[config.mk]
export PLATFORM = sky130hd
export DESIGN_NAME = inst_fetch
export DESIGN_NICKNAME = d
export VERILOG_FILES = /design/src/rtl/inst_fetch.sv
export SDC_FILE = /design/constraint.sdc
export NUM_CORES = 1
export LEC_CHECK = 0
export ABC_AREA = 1
export ABC_CLOCK_PERIOD_IN_PS = 1650
export CORE_MARGIN = 1.5
export CORE_UTILIZATION = 40
export DETAILED_ROUTE_END_ITERATION = 8
export GPL_TIMING_DRIVEN = 0
export PLACE_DENSITY = 0.73
export SETUP_SLACK_MARGIN = 0.3
export SYNTH_ARGS = -nofsm -noshare
export SYNTH_HDL_FRONTEND = slang
export SYNTH_SLANG_ARGS = --single-unit
[constraint.sdc]
create_clock -name Clk -period 1.65 [get_ports Clk]
set_clock_uncertainty 0.1 [all_clocks]
set_input_delay 0.33 -clock Clk [delete_from_list [all_inputs] [get_ports Clk]]
set_output_delay 0.33 -clock Clk [all_outputs]
set_load 0.02 [all_outputs]
[src/rtl/inst_fetch.sv]
// Instruction fetch unit: drives InstROM addresses and registers the returned
// instruction into a one-entry valid/ready output stage, with redirect and halt.
module inst_fetch #(
  parameter int                 A_W        = 7,
  parameter int                 I_W        = 9,
  parameter logic [A_W-1:0]     START_ADDR = 7'd0,
  parameter logic [I_W-1:0]     HALT_INST  = 9'h1FF
) (
  input  logic           Clk,
  input  logic           Reset,
  input  logic           Start,
  output logic [A_W-1:0] InstAddress,
  input  logic [I_W-1:0] InstIn,
  output logic [I_W-1:0] InstOut,
  output logic [A_W-1:0] PCOut,
  output logic           InstValid,
  input  logic           InstReady,
  input  logic           Redirect,
  input  logic [A_W-1:0] RedirectTarget,
  output logic           Done
);

  // state  | meaning
  // IDLE   | waiting for Start after reset
  // FETCH  | fetching one instruction per cycle when the output stage can load
  // DRAIN  | halt instruction captured, waiting for decode to accept it
  // HALTED | program finished, Done high until the next Start
  typedef enum logic [1:0] {IDLE, FETCH, DRAIN, HALTED} state_t;

  state_t         state, stateNext;
  logic [A_W-1:0] pc, pcNext;
  logic [I_W-1:0] instOutNext;
  logic [A_W-1:0] pcOutNext;
  logic           validNext, doneNext;
  logic           acc, load;

  assign acc         = InstValid & InstReady;
  assign load        = ~InstValid | acc;
  assign InstAddress = pc;

  always_ff @(posedge Clk or posedge Reset) begin
    if (Reset) begin
      state     <= IDLE;
      pc        <= START_ADDR;
      InstOut   <= '0;
      PCOut     <= '0;
      InstValid <= 1'b0;
      Done      <= 1'b0;
    end else begin
      state     <= stateNext;
      pc        <= pcNext;
      InstOut   <= instOutNext;
      PCOut     <= pcOutNext;
      InstValid <= validNext;
      Done      <= doneNext;
    end
  end

  always_comb begin
    stateNext   = state;
    pcNext      = pc;
    instOutNext = InstOut;
    pcOutNext   = PCOut;
    validNext   = InstValid;
    doneNext    = Done;
    unique case (state)
      IDLE: begin
        if (Start) begin
          stateNext = FETCH;
          pcNext    = START_ADDR;
        end
      end
      FETCH: begin
        // Redirect wins over a load; a same-cycle accept still hands off first.
        if (Redirect) begin
          pcNext    = RedirectTarget;
          validNext = 1'b0;
        end else if (load) begin
          instOutNext = InstIn;
          pcOutNext   = pc;
          validNext   = 1'b1;
          if (InstIn == HALT_INST) begin
            stateNext = DRAIN;
          end else begin
            pcNext = pc + A_W'(1);
          end
        end
      end
      DRAIN: begin
        if (Redirect) begin
          pcNext    = RedirectTarget;
          validNext = 1'b0;
          stateNext = FETCH;
        end else if (acc) begin
          validNext = 1'b0;
          doneNext  = 1'b1;
          stateNext = HALTED;
        end
      end
      HALTED: begin
        if (Start) begin
          pcNext    = START_ADDR;
          doneNext  = 1'b0;
          stateNext = FETCH;
        end
      end
      default: stateNext = IDLE;
    endcase
  end

endmodule

* After elaboration in Yosys (flattened, before gate mapping)
Cells that the tools add are included.
** Storage, ports and cells
- Bits in writable memories :: 0
- Logic and storage cells :: 57
- Output and inout port bits :: 25
- Input bits :: 21
- Memories kept :: 0
- Bits in registers :: 27
- Bits in read-only memories :: 0
- Latch bits :: 0
** Cells by class
- Equality and inequality tests :: 15
- Shifts and indexed selects :: 0
- Muxes and demuxes :: 22
- Bitwise logic cells :: 4
- Add/subtract/negate cells :: 1
- Divide/modulo/power cells :: 0
- Order comparisons :: 0
- Multiply operators :: 0
- Reductions and logical operators :: 9
** Operators with widths (count)
- $mux 7 :: 5
- $pmux 7 s3 :: 1
- $ne 2x2->1 const B :: 7
- $mux 2 :: 6
- $eq 9x9->1 const B :: 1
- $ne 3x3->1 const B :: 3
- $reduce_and 4->1 :: 2
- $add 7x1->7 const B :: 1
- $mux 1 :: 7
- $pmux 2 s3 :: 1
- $reduce_and 3->1 :: 2
- $reduce_and 5->1 :: 1
- $eq 2x2->1 const B :: 2
- $pmux 1 s2 :: 2
- $reduce_bool 2->1 :: 2
- $eq 2x1->1 const B :: 1
- $logic_not 2->1 :: 1
- $ne 2x1->1 const B :: 1
- $not 1->1 :: 2
- $reduce_or 2->1 :: 1
- $and 1x1->1 :: 1
- $or 1x1->1 :: 1

* Depth between registers and ports, before layout
- Word-level depth :: 5
- Depth in mapped cells :: 11
- Gate-level depth less buffers :: 11

* Least setup slack after synthesis
Ideal clock, no wire load.
- Path kind :: reg2reg
- From :: reg state[1]
- To :: reg InstOut[0]
- Path buffers :: 1
- Arrival :: 1.362 ns
- Stages on the path, launching flop included :: 8
- Path slack :: 0.063 ns
- Period minus slack after synthesis :: 1.587 ns
- Data required time :: 1.425 ns
- Library setup time :: 0.125 ns
- Path through :: dfrtp_1 inv_1 ha_1 inv_2 nor2_4 nand2_2 buf_6 mux2_4
** On the way
- Cells in the longest elaborated chain, start to end :: 2
** RTL lines
- start, declared :: line 30 : state_t state, stateNext;
- start signal, assigned :: line 50 : state <= stateNext;
- $eq 2x1->1 :: line 66 : unique case (state)
- $reduce_and 3->1 (no source line)
- end signal, assigned :: line 52 : InstOut <= instOutNext;
- end, declared :: line 14 : output logic [I_W-1:0] InstOut,
Every way passes these cells.
A chain may end at the register's enable or synchronous reset.

* Worst setup path in the final report
- From :: reg state[0]
- To :: reg pc[3] (netlist: InstAddress[3])
** On the way
- Cells in the longest elaborated chain, start to end :: 4
- Elaborated cells on any way between the ends :: 11
- Those cells by class :: eq/ne (7); mux (1); reduce/logical (3)
** RTL lines
- $eq 2x2->1 / $logic_not 2->1 (equally long branches) :: line 66
- $reduce_or 2->1 (no source line)
- $ne 2x1->1 (no source line)
- $reduce_and 4->1 (no source line)
- end signal, assigned :: line 51 : pc <= pcNext;
- end, declared :: line 31 : logic [A_W-1:0] pc, pcNext;
Several ways; a longest one is shown, not always the timed one.

==> summary.md <==
| Metric | Value |
|---|---|
| Ports | 46 |
| Fin crit share | 99.9% |
| Max cap viols | 0 |
| Status | completed |
| Hold crit path type | primary input to asynchronous set/reset pin |
| CTS H-tree depth | 1 |
| Leakage power | 1.12 nW |
| Post-synth EDFFs | 0 |
| Vias per Instance | 4.88 |
| Async SR Flop Fraction | 100% |
| Post-detail-place hpwl | 2380 microns |
| # setup viols final | 0 |
| Total gr overflow | 0 |
| Share of cells above drive strength 1 | 39.2% |
| Finished Layout Cells | 298 |
| CTS clk-pin slew, worst paths | 90 ps |
| Crit. End Element | flop |
| FF+latch count, synth | 27 |
| Worst IR Drop VDD | 0.000662 V |
| Post-synth top cells | 55 x nand2_1, 27 x dfrtp_1, 23 x inv_1 |
| Die area | 4170 sq um |
| Initial antenna violation count | 0 |
| Top FF cell, synth | dfrtp_1 |
| First-pass GRT wire length | 6260 microns |
| Synth warn | 0 |
| Post-placement setup slack | -354 ps |
| CTS Sinks | 27 |
| Syn_nets | 208 |
| First DRT Iteration DRCs | 99 |
| Startpoint Class | flop |
| Synth-to-layout area growth | 48.7% |
| R2r setup slk | 2 ps |
| CTS tree | done |
| Top-count cell post-synth | nand2_1 |
| ANT nets after route | 0 |
| Core Footprint | 3660 sq um |
| Port Buf Inserts | 45 |
| Crit path required time | 1760 ps |
| First-pass DRT Iterations | 4 |
| Post-layout min period | 1650 ps |
| Die Y-Extent | 64.6 microns |
| # hold bufs at CTS | 0 |
| Synthesized area per cell | 8.33 sq um |
| Sequential share of the synthesized area | 44.6% |
| Clk Latency, worst-skew pair | 270 ps |
| Cells after Synth | 182 |
| Share of the synthesized area in the top cell type | 44.6% |
| DRT Wirelength | 3930 microns |
| Synth area leaders | dfrtp_1 45%, nand2_1 14%, mux2_4 6.9% |
| DP Cell Count | 275 |
| Endpoints failing hold | 0 |
| Worst R2R Path Depth | 11 |
| R2R Path End | InstAddress[3] |
| Vias | 1453 |
| Clock buffer depth | 2 |
| CTS root buf | clkbuf_8 |
| Crit Path Class | flop to flop |
| Initial Util | 41.4% |
| RSZ-0062 raised after global routing | true |
| Arrival time at the worst endpoint | 1760 ps |
| CP max FO | 5 |
| Num CTS Buffers | 3 |
| Die X | 64.6 microns |
| Post-Synthesis Cell Area | 1520 sq um |
| Vias in the first global route | 1383 |
| Final slew viol count | 0 |
| R2r startpoint | state[0] |
| Post-synth top area cell | dfrtp_1 |
| Antenna Cells | 0 |
| Largest net degree at the start of global routing | 28 |
| Fin nets | 277 |
| Slew of the pin with the lowest slew margin | 593 ps |
| Yosys cell types | 23 |
| Slew margin rel. | 60.4% |
| Setup ws final | 1.95 ps |
| Routability cong. | 0.837 |
| Cell Pwr Density | 1900 nW/um^2 |
| Core Rows | 22 |
| FMAX | 607 MHz |
| Wire per inst | 13.2 microns |
| DRC viols | 0 |
| Overall global routing resource usage | 19.2% |
## timing repair
item                       CTS  global route
setup buffers               14             4
pin swaps                    6            10
resized for setup          103            45
gates cloned                 1             0
setup endpoints to repair   79            43
## logic make-up after synthesis
group / share of synthesized area [%]
buffers and inverters: 7.59
adders and majority gates: 4.13
DFF: 44.6
muxes: 9.16
and+or+nand+nor: 23.9
AOI/OAI and AO/OA: 10.6
## report_power, final
part / internal [mW] / total [mW] / switching (mW)
Sequential: 0.964 / 1.15 / 0.189
Combinational: 1.21 / 2.74 / 1.53
Clock: 0.173 / 0.377 / 0.204
Total: 2.35 / 4.27 / 1.93
## sequential cells by signal, summed over array words and instances, names as in the netlist
| register | count |
|---|---|
| Done | 1 |
| InstOut | 9 |
| PCOut | 7 |
| state | 2 |
| InstAddress | 7 |
| InstValid | 1 |
## placed cells by master, fill, tap and decap left out, types with 3 or more instances in the layout
cell type | synthesis | final
nand2_1 | 55 | 48
dfrtp_1 | 27 | 25
buf_2 | 1 | 23
clkdlybuf4s50_1 | 0 | 19
buf_4 | 0 | 18
inv_1 | 23 | 17
nor2_1 | 15 | 10
nand3_1 | 8 | 7
mux2_4 | 7 | 7
nand2_2 | 1 | 6
inv_2 | 2 | 6
nand4_1 | 5 | 5
o21ai_2 | 0 | 5
nor2_4 | 2 | 4
a21oi_1 | 5 | 4
o21ai_0 | 12 | 4
nor2_2 | 0 | 3
o21ai_1 | 0 | 3
o21bai_1 | 3 | 3
mux2_2 | 3 | 3
clkbuf_8 | 0 | 3
## routing by layer
| metal | global-route usage [%] | up-vias | share of wire, % |
|---|---|---|---|
| met5 | 0 | - | 0 |
| met4 | 6.65 | 0 | 2.5 |
| met3 | 2.43 | 11 | 4.3 |
| met2 | 31.5 | 40 | 48 |
| met1 | 26.3 | 676 | 46 |
| li1 | - | 726 | - |
## metrics by stage
step                      hold slack (ps)  power [mW]  TNS (ps)  util [%]  instance area [sq um]
final                                 359        4.27         0      61.6                   2250
after global placement                361        3.39     -6980      55.7                   2040
after CTS                             377        4.01         0      60.8                   2230
after detailed placement              368        3.43     -7760      55.7                   2040
after floorplan                       283        2.62         0         -                   1530
after global routing                  413        4.59      -442      61.6                   2250
## worst max-delay path, cell delays in order (launching register included)
cell and delay [ps]:
dfrtp_1 410, buf_4 160, ha_4 160, inv_4 60, nor2_4 40, nand2_2 90
nand2_2 60, nor2_4 150, o21ai_4 110, inv_2 110, nand2_1 60, nand2_1 60
## worst max path at each step
stage                                end      from  slack [ps]
after floorplan               InstOut[0]  state[1]          80
after global placement    InstAddress[2]  Redirect        -330
after detailed placement  InstAddress[2]  Redirect        -350
after CTS                 InstAddress[2]  state[0]          30
after global routing            state[1]  state[0]         -70
final                     InstAddress[3]  state[0]           2
## cell type report
cell class / count / area [sq um]
fill: 312 / 1410
inverter: 25 / 100
clock buffer: 4 / 45.0
multi-input combinational: 128 / 861
timing repair buffer: 63 / 465
buffer: 3 / 45.0
tap: 48 / 60.1
sequential: 27 / 678
No activity file was read; power rests on OpenSTA's default activity.
